File: src/rtl/rgb565_gray_pkg.sv
// Shared constants and types for the RGB565 -> 8-bit grayscale custom instruction.
package rgb565_gray_pkg;

  localparam logic [15:0] GRAY_COEF_R = 16'd54;
  localparam logic [15:0] GRAY_COEF_G = 16'd183;
  localparam logic [15:0] GRAY_COEF_B = 16'd19;

  localparam int unsigned R_MSB = 15;
  localparam int unsigned R_LSB = 11;
  localparam int unsigned G_MSB = 10;
  localparam int unsigned G_LSB = 5;
  localparam int unsigned B_MSB = 4;
  localparam int unsigned B_LSB = 0;

  localparam int unsigned PIXELS_PER_OP = 4;
  localparam logic [1:0]  LAST_IDX      = 2'(PIXELS_PER_OP - 1);

  typedef enum logic [1:0] {
    IDLE = 2'd0,
    CONV = 2'd1,
    DONE = 2'd2
  } state_e;

endpackage

File: src/rtl/rgb565_to_gray8.sv
// Combinational RGB565 pixel to 8-bit gray: (54*R + 183*G + 19*B) >> 8, truncated.
module rgb565_to_gray8
  import rgb565_gray_pkg::*;
(
  input  logic [15:0] pixel_i,
  output logic [7:0]  gray_o
);

  logic [15:0] r16;
  logic [15:0] g16;
  logic [15:0] b16;
  logic [15:0] sum;

  always_comb begin
    r16    = {11'd0, pixel_i[R_MSB:R_LSB]};
    g16    = {10'd0, pixel_i[G_MSB:G_LSB]};
    b16    = {11'd0, pixel_i[B_MSB:B_LSB]};
    // Max sum is 13792, so 16 bits never overflow.
    sum    = r16 * GRAY_COEF_R + g16 * GRAY_COEF_G + b16 * GRAY_COEF_B;
    gray_o = sum[15:8];
  end

endmodule

File: src/rtl/rgb565_gray_pack_ise.sv
// Custom-instruction controller: four RGB565 pixels through one shared gray datapath,
// one pixel per clock, packed into a 32-bit result that is zero outside the done pulse.
module rgb565_gray_pack_ise
  import rgb565_gray_pkg::*;
#(
  parameter logic [7:0] customInstructionId = 8'd0
) (
  input  logic        clock,
  input  logic        reset,
  input  logic        start,
  input  logic [7:0]  iseId,
  input  logic [31:0] valueA,
  input  logic [31:0] valueB,
  output logic        done,
  output logic [31:0] result
);

  state_e      state_q, state_d;
  logic [1:0]  idx_q, idx_d;
  logic [63:0] op_q, op_d;
  logic [31:0] pack_q, pack_d;
  logic        done_q, done_d;
  logic [31:0] result_q, result_d;

  logic [15:0] pix;
  logic [7:0]  gray;

  assign pix = op_q[{idx_q, 4'b0000} +: 16];

  rgb565_to_gray8 u_gray (
    .pixel_i (pix),
    .gray_o  (gray)
  );

  always_comb begin
    state_d  = state_q;
    idx_d    = idx_q;
    op_d     = op_q;
    pack_d   = pack_q;
    done_d   = 1'b0;
    result_d = '0;
    case (state_q)
      IDLE: begin
        if (start && (iseId == customInstructionId)) begin
          op_d    = {valueB, valueA};
          idx_d   = '0;
          pack_d  = '0;
          state_d = CONV;
        end
      end
      CONV: begin
        pack_d[{idx_q, 3'b000} +: 8] = gray;
        idx_d = idx_q + 2'd1;
        // Register done/result on the last write so the DONE cycle presents them directly.
        if (idx_q == LAST_IDX) begin
          done_d   = 1'b1;
          result_d = pack_d;
          state_d  = DONE;
        end
      end
      DONE: begin
        state_d = IDLE;
      end
      default: begin
        state_d = IDLE;
        idx_d   = '0;
      end
    endcase
  end

  always_ff @(posedge clock or negedge reset) begin
    if (!reset) begin
      state_q  <= IDLE;
      idx_q    <= '0;
      op_q     <= '0;
      pack_q   <= '0;
      done_q   <= 1'b0;
      result_q <= '0;
    end else begin
      state_q  <= state_d;
      idx_q    <= idx_d;
      op_q     <= op_d;
      pack_q   <= pack_d;
      done_q   <= done_d;
      result_q <= result_d;
    end
  end

  assign done   = done_q;
  assign result = result_q;

endmodule

File: config.mk
export PLATFORM = sky130hd
export DESIGN_NAME = rgb565_gray_pack_ise
export DESIGN_NICKNAME = d
export VERILOG_FILES = /design/src/rtl/rgb565_gray_pkg.sv /design/src/rtl/rgb565_to_gray8.sv /design/src/rtl/rgb565_gray_pack_ise.sv
export SDC_FILE = /design/constraint.sdc
export NUM_CORES = 1
export LEC_CHECK = 0
export ABC_AREA = 1
export BUFFER_PORTS_ARGS = -buffer_cell sky130_fd_sc_hd__buf_2
export CAP_MARGIN = 20
export CORE_ASPECT_RATIO = 0.7
export CORE_MARGIN = 5
export CORE_UTILIZATION = 40
export DETAILED_ROUTE_END_ITERATION = 6
export GPL_TIMING_DRIVEN = 0
export PLACE_DENSITY = 0.61
export SYNTH_ARGS = -nofsm -noshare
export SYNTH_HDL_FRONTEND = slang
export SYNTH_HIERARCHICAL = 1
export SYNTH_SLANG_ARGS = --single-unit
File: constraint.sdc
create_clock -name clock -period 18.35 [get_ports clock]
set_clock_uncertainty 0.1 [all_clocks]
set_input_delay 2.7525 -clock clock [delete_from_list [all_inputs] [get_ports clock]]
set_output_delay 2.7525 -clock clock [all_outputs]
set_load 0.01 [all_outputs]
==> reports/results.tsv, run 1 <==
stage	metric	value	unit
global_routing	global route overflow	0	
synthesis	Synth Instances	1045	
detailed_routing	drt total wl	23.3	mm
global_routing	vias in the first global route	7308	
sta	Max Clk Rate	133	MHz
synthesis	top cell type's share of synthesized area	38.7	%
clocking	CTS Buffer Depth	2	
detailed_routing	via count	7416	
die	die span in y	133	µm
clocking	Post-CTS Setup Bufs	0	
worst_setup_path	Slowest-stage cell, CP	o22ai_1	
detailed_routing	initial drt markers	695	
die	Initial Utilization	41.1	%
clocking	CTS Buf Count	17	
die	row count	44	
placement	Final GP Congestion	0.912	
detailed_routing	WL/cell	16.0	µm
worst_setup_path	most used cell, CP	ha_1	
finish	fillers	2075	
worst_setup_path	Critical Path Sink Type	flip-flop	
sta	Max Slew Vio Count	0	
synthesis	Mean Syn Cell Area	8.23	µm²
global_routing	pin count of the biggest net entering global routing	70	
worst_setup_path	Reg2Reg Depth	24	
clocking	TritonCTS clock tree	yes	
global_routing	Tot GR Track Use	19.4	%
placement	PortBufs	107	
die	Die Wd	185	µm
sta	fin crit share	41.1	%
finish	most frequent standard cell in the layout excluding fill and tap cells	nand2_1	
sta	RSZ-0062 raised after global routing	no	
die	core area	20900	µm²
worst_hold_path	hold path cells	2	
finish	most frequent cells in the layout	261 x nand2_1, 133 x dfrtp_1, 127 x inv_1	
finish	Syn-to-layout area delta	18.1	%
finish	share of layout cells above drive strength 1	15.1	%
sta	Setup Total Neg Slack	0	ns
clocking	CTS sink count	133	
clocking	post-CTS sizing	0	
worst_setup_path	Worst EP required	18.60	ns
synthesis	sequential-to-total area share from yosys stat	38.7	%
die	Ports	108	
synthesis	most area-hungry cell type in the Yosys netlist	dfrtp_1	
clocking	Clk Latency, worst-skew pair	0.42	ns
flow_run	maxcap violations	0	
die	Die ar.	24600	µm²
sta	minimum clock period	7.54	ns
sta	final number of setup-violating endpoints	0	
sta	slew margin rel.	48.3	%
finish	ant diodes	0	
placement	HPWL Detailed	18.5	mm
synthesis	Netlist Area Pre-Place	8600	µm²
synthesis	Yosys cell types	32	
worst_setup_path	Worst setup SP type	flip-flop	
synthesis	synth top area cells	dfrtp_1 39%, nand2_1 11%, ha_1 11%	
synthesis	Synth Net Count	1231	
run_status	status	completed	
clocking	CTS H-tree lvls	4	
global_routing	initial antenna violation count	0	
detailed_routing	DRT Pass-1 Iters	5	
worst_setup_path	Setup CP Type	reg2reg	
global_routing	first-pass GRT wire length	37.8	mm
clocking	CTS Hold Bufs	0	
sta	Slew @ Worst Pin	0.776	ns
detailed_routing	via/cell ratio	5.08	
sta	Final Hold Viols	0	
worst_setup_path	Cell Chain, Critical Path	inv_1 -> clkbuf_1 -> o21ai_0 -> o22ai_1 -> ha_1 -> ha_1 -> fa_1 -> ha_1 -> xnor2_1 -> ha_1 -> fa_1 -> inv_1 -> fa_1 -> fa_1 -> inv_1 -> ha_1 -> a21oi_1 -> o21bai_1 -> a21oi_1 -> xnor2_1 -> nand3_1 -> o22ai_1 -> nand2_1 -> nor2_1	
worst_hold_path	HP Class	reg2reg	
finish	Nets	1358	
worst_setup_path	CP peak stage delay	0.62	ns
synthesis	Seq cells post-synth	133	
worst_setup_path	Critical Path AT	7.80	ns
clocking	clock-pin transition on the worst setup and hold timing paths	0.06	ns
detailed_routing	DRC violations left	0	
clocking	CTS root buffer	clkbuf_16	
synthesis	synth warn	6	
detailed_routing	Routed Antenna Nets	0	
worst_setup_path	worst-path fanout max	12	
[cells by family after synthesis]
| logic type | after synthesis | share of synthesized area (%) |
|---|---|---|
| adders and majority gates | 111 | 19.5 |
| xor gates and xnor gates | 7 | 0.713 |
| buffers and inverters | 188 | 9.16 |
| AOI/OAI and AO/OA | 105 | 6.79 |
| DFF | 133 | 38.7 |
| and+or+nand+nor | 501 | 25.2 |
[layout make-up]
type | instances | area [µm²] | share of cell area [%]
Timing Repair Buffer | 108 | 569 | 5.60
Multi-Input combinational cell | 724 | 4490 | 44.2
Tap cell | 276 | 345 | 3.40
Clock buffer | 18 | 429 | 4.22
Inverter | 133 | 499 | 4.91
Sequential cell | 133 | 3330 | 32.8
Buffer | 55 | 289 | 2.84
Clock inverter | 14 | 213 | 2.09
[Yosys cell counts]
cell type    n
clkbuf_1    27
a21oi_1     13
o22ai_1     32
inv_1      127
a21o_1       1
a31oi_1      2
o21a_1       1
buf_6        5
nor2_2       2
nand3_1     65
fa_1        38
xor2_1       5
or2_1        1
a21oi_2      1
nand3_2      1
buf_2       15
clkinv_1     1
nand2_1    261
o21ai_0     52
buf_1        1
and2_4       1
xnor2_1      2
dfrtp_1    133
nand4_1     69
nand2_2      2
ha_1        73
nor3_2       1
o21bai_1     3
inv_2        5
nand3b_1     1
nor2_1      97
buf_4        7
[metrics by stage]
stage               util, %  hold WS, ns  setup WS [ns]  cells  cell area [µm²]
floorplan                 -        0.337          12.30   1045             8600
global placement       45.3        0.353          11.10   1428             9490
CTS                    48.6        0.372          11.02   1461            10200
detailed placement     45.5        0.357          11.07   1429             9520
global route           48.6        0.390          10.30   1461            10200
finish                 48.6        0.371          10.81   1461            10200
[metal layers]
| metal | vias up | global-route usage (%) | wire length, µm |
|---|---|---|---|
| li1 | 3657 | - | - |
| met1 | 3514 | 30.7 | 12100 |
| met2 | 221 | 26.6 | 9300 |
| met3 | 24 | 4.47 | 1600 |
| met4 | 0 | 4.52 | 288 |
| met5 | - | 0 | 0 |
[critical path: cells and delay by family, from the launching register on]
family,cells,cell delay [ns]
xor gates and xnor gates,2,0.72
DFF,1,0.52
and+or+nand+nor,3,0.47
buffers and inverters,4,0.75
AOI/OAI and AO/OA,6,1.34
adders and majority gates,9,3.58
[registers in the layout, summed over array words and instances (netlist names)]
register  count
op_q         64
idx_q         2
done          1
state_q       2
pack_q       32
result       32
[final timing paths]
path                              end  slack [ns]  startpoint
max                         result[8]       10.81    idx_q[1]
min                           op_q[6]        0.37     op_q[6]
max reg2reg                 result[8]       10.81    idx_q[1]
min reg2reg                   op_q[6]        0.37     op_q[6]
max in group asynchronous    op_q[13]       15.16       reset
min in group asynchronous  result[16]        2.21       reset
Power of run 1 is left out: the tool's default activity adds up to more than one toggle a clock period on the data nets, which glitch-free logic cannot reach.
==> run 2: changes to the inputs <==
--- a/config.mk
+++ b/config.mk
@@ -13,7 +13,7 @@
 export CORE_UTILIZATION = 40
 export DETAILED_ROUTE_END_ITERATION = 6
 export GPL_TIMING_DRIVEN = 0
-export PLACE_DENSITY = 0.61
+export PLACE_DENSITY = 0.63
 export SYNTH_ARGS = -nofsm -noshare
 export SYNTH_HDL_FRONTEND = slang
 export SYNTH_HIERARCHICAL = 1
==> constraint.sdc (replaced) <==
create_clock -name clock -period 6.6 [get_ports clock]
set_clock_uncertainty 0.1 [all_clocks]
set_input_delay 0.99 -clock clock [delete_from_list [all_inputs] [get_ports clock]]
set_output_delay 0.99 -clock clock [all_outputs]
set_load 0.01 [all_outputs]
==> run 2 against run 1 <==
  * Routed wire length rose by 0.97%
  * First-iteration DRC count fell by 9.1%
  * Largest cell class unchanged
  * Critical path type unchanged
  * Via count grew 2.0%
  * Hold slack worse by 0.0031 ns
  * Die area did not move
==> reports/results.tsv, run 2 (same netlist as run 1, synthesis figures left out) <==
stage	metric	value	unit
worst_setup_path	most used cell, CP	nand2_1	
detailed_routing	DRT Pass-1 Iters	5	
finish	most frequent standard cell in the layout excluding fill and tap cells	nand2_1	
worst_hold_path	HP Class	reg2reg	
global_routing	initial antenna violation count	0	
clocking	CTS root buffer	clkbuf_16	
sta	final number of setup-violating endpoints	0	
global_routing	grt met1 use	31.8	%
detailed_routing	initial drt markers	632	
worst_setup_path	Worst EP required	6.84	ns
clocking	clock-pin transition on the worst setup and hold timing paths	0.06	ns
clocking	Clk Latency, worst-skew pair	0.43	ns
global_routing	first-pass GRT wire length	38.5	mm
worst_setup_path	Setup CP Type	reg2reg	
die	Ports	108	
detailed_routing	via/cell ratio	5.15	
sta	slew margin rel.	56.3	%
worst_setup_path	CP peak stage delay	0.54	ns
worst_setup_path	Critical Path Sink Type	flip-flop	
global_routing	Tot GR Track Use	19.7	%
die	die span in y	133	µm
worst_hold_path	worst hold start	op_q[37]	
clocking	CTS H-tree lvls	4	
finish	Final Util	49.3	%
run_status	status	completed	
die	Die Wd	185	µm
finish	Syn-to-layout area delta	19.8	%
die	Initial Utilization	41.1	%
worst_setup_path	CP startpoint	idx_q[0]	
worst_setup_path	Slowest-stage cell, CP	fa_1	
finish	Largest Register	op_q	
placement	PortBufs	107	
finish	ant diodes	0	
finish	most frequent cells in the layout	258 x nand2_1, 131 x dfrtp_1, 125 x inv_1	
die	core area	20900	µm²
detailed_routing	Routed Antenna Nets	0	
sta	Max Clk Rate	159	MHz
sta	minimum hold slack	0.368	ns
clocking	TritonCTS clock tree	yes	
detailed_routing	DRC violations left	0	
global_routing	met2 usage	26.5	%
worst_setup_path	reg2reg start	idx_q[0]	
die	row count	44	
clocking	CTS Hold Bufs	0	
global_routing	gr busiest metal	met1	
finish	Nets	1365	
detailed_routing	via count	7561	
sta	fin crit share	95.1	%
worst_setup_path	Worst setup SP type	flip-flop	
placement	HPWL Detailed	18.3	mm
global_routing	global route overflow	0	
global_routing	vias in the first global route	7364	
clocking	CTS sink count	133	
global_routing	pin count of the biggest net entering global routing	80	
placement	Final GP Congestion	0.913	
global_routing	met3 Usage GRT	5.08	%
detailed_routing	drt total wl	23.6	mm
clocking	CTS Buffer Depth	2	
finish	share of layout cells above drive strength 1	18.4	%
detailed_routing	WL/cell	16.1	µm
worst_setup_path	worst-path fanout max	10	
worst_setup_path	Critical Path AT	6.52	ns
clocking	CTS Buf Count	17	
flow_run	maxcap violations	0	
sta	minimum clock period	6.28	ns
sta	Setup Total Neg Slack	0	ns
sta	RSZ-0062 raised after global routing	no	
finish	max reg flops	64	
sta	Final Hold Viols	0	
sta	Max Slew Vio Count	0	
sta	Slew @ Worst Pin	0.655	ns
die	Die ar.	24600	µm²
## run 2: metrics by stage
| stage | instances | setup WS, ns | area (µm²) |
|---|---|---|---|
| 2_1_floorplan | 1045 | 0.551 | 8600 |
| 3_3_place_gp | 1428 | -0.668 | 9490 |
| 3_5_place_dp | 1429 | -0.675 | 9520 |
| 4_1_cts | 1460 | 0.0234 | 10100 |
| 5_1_grt | 1467 | 0.0208 | 10300 |
| 6_report | 1467 | 0.323 | 10300 |
## run 2: final timing paths
check	depth (start not counted)	end	slack, ns
worst max-delay path	25	result[13]	0.32
worst min-delay path	2	op_q[37]	0.37
worst max register to register	25	result[13]	0.32
worst min register to register	2	op_q[37]	0.37
max in group asynchronous	2	op_q[49]	5.24
min in group asynchronous	1	result[9]	0.41
## run 2: cell type report
class | count | area (µm²)
fill | 2025 | 10600
timing repair buffer | 116 | 627
inverter | 133 | 504
clock inverter | 14 | 144
clock buffer | 17 | 425
sequential | 133 | 3330
tap | 276 | 345
buffer | 54 | 317
multi-input combinational | 724 | 4620
## run 2: worst max-delay path, delay by kind of cell, from the launching register on
kind                     cells  cell delay [ns]
AND/OR/NAND/NOR              9             0.95
adder cells (fa/ha/maj)      8             3.33
buffers and inverters        3             0.39
flip-flops                   1             0.43
AO/OA/AOI/OAI                4             0.82
XOR/XNOR                     1             0.18
## run 2: timing repair
action / CTS / global route
endpoints found under the hold margin: 0 / 0
pin swaps: 1 / 5
resized for setup: 17 / 39
buffers inserted: 1 / 7
setup endpoints to repair: 64 / 64
## run 2: layer usage
layer,share of wire (%),up-vias
met5,0,-
met4,1.1,0
met3,8.3,28
met2,40,288
met1,51,3576
li1,-,3669
Power of run 2 is left out for the same reason.
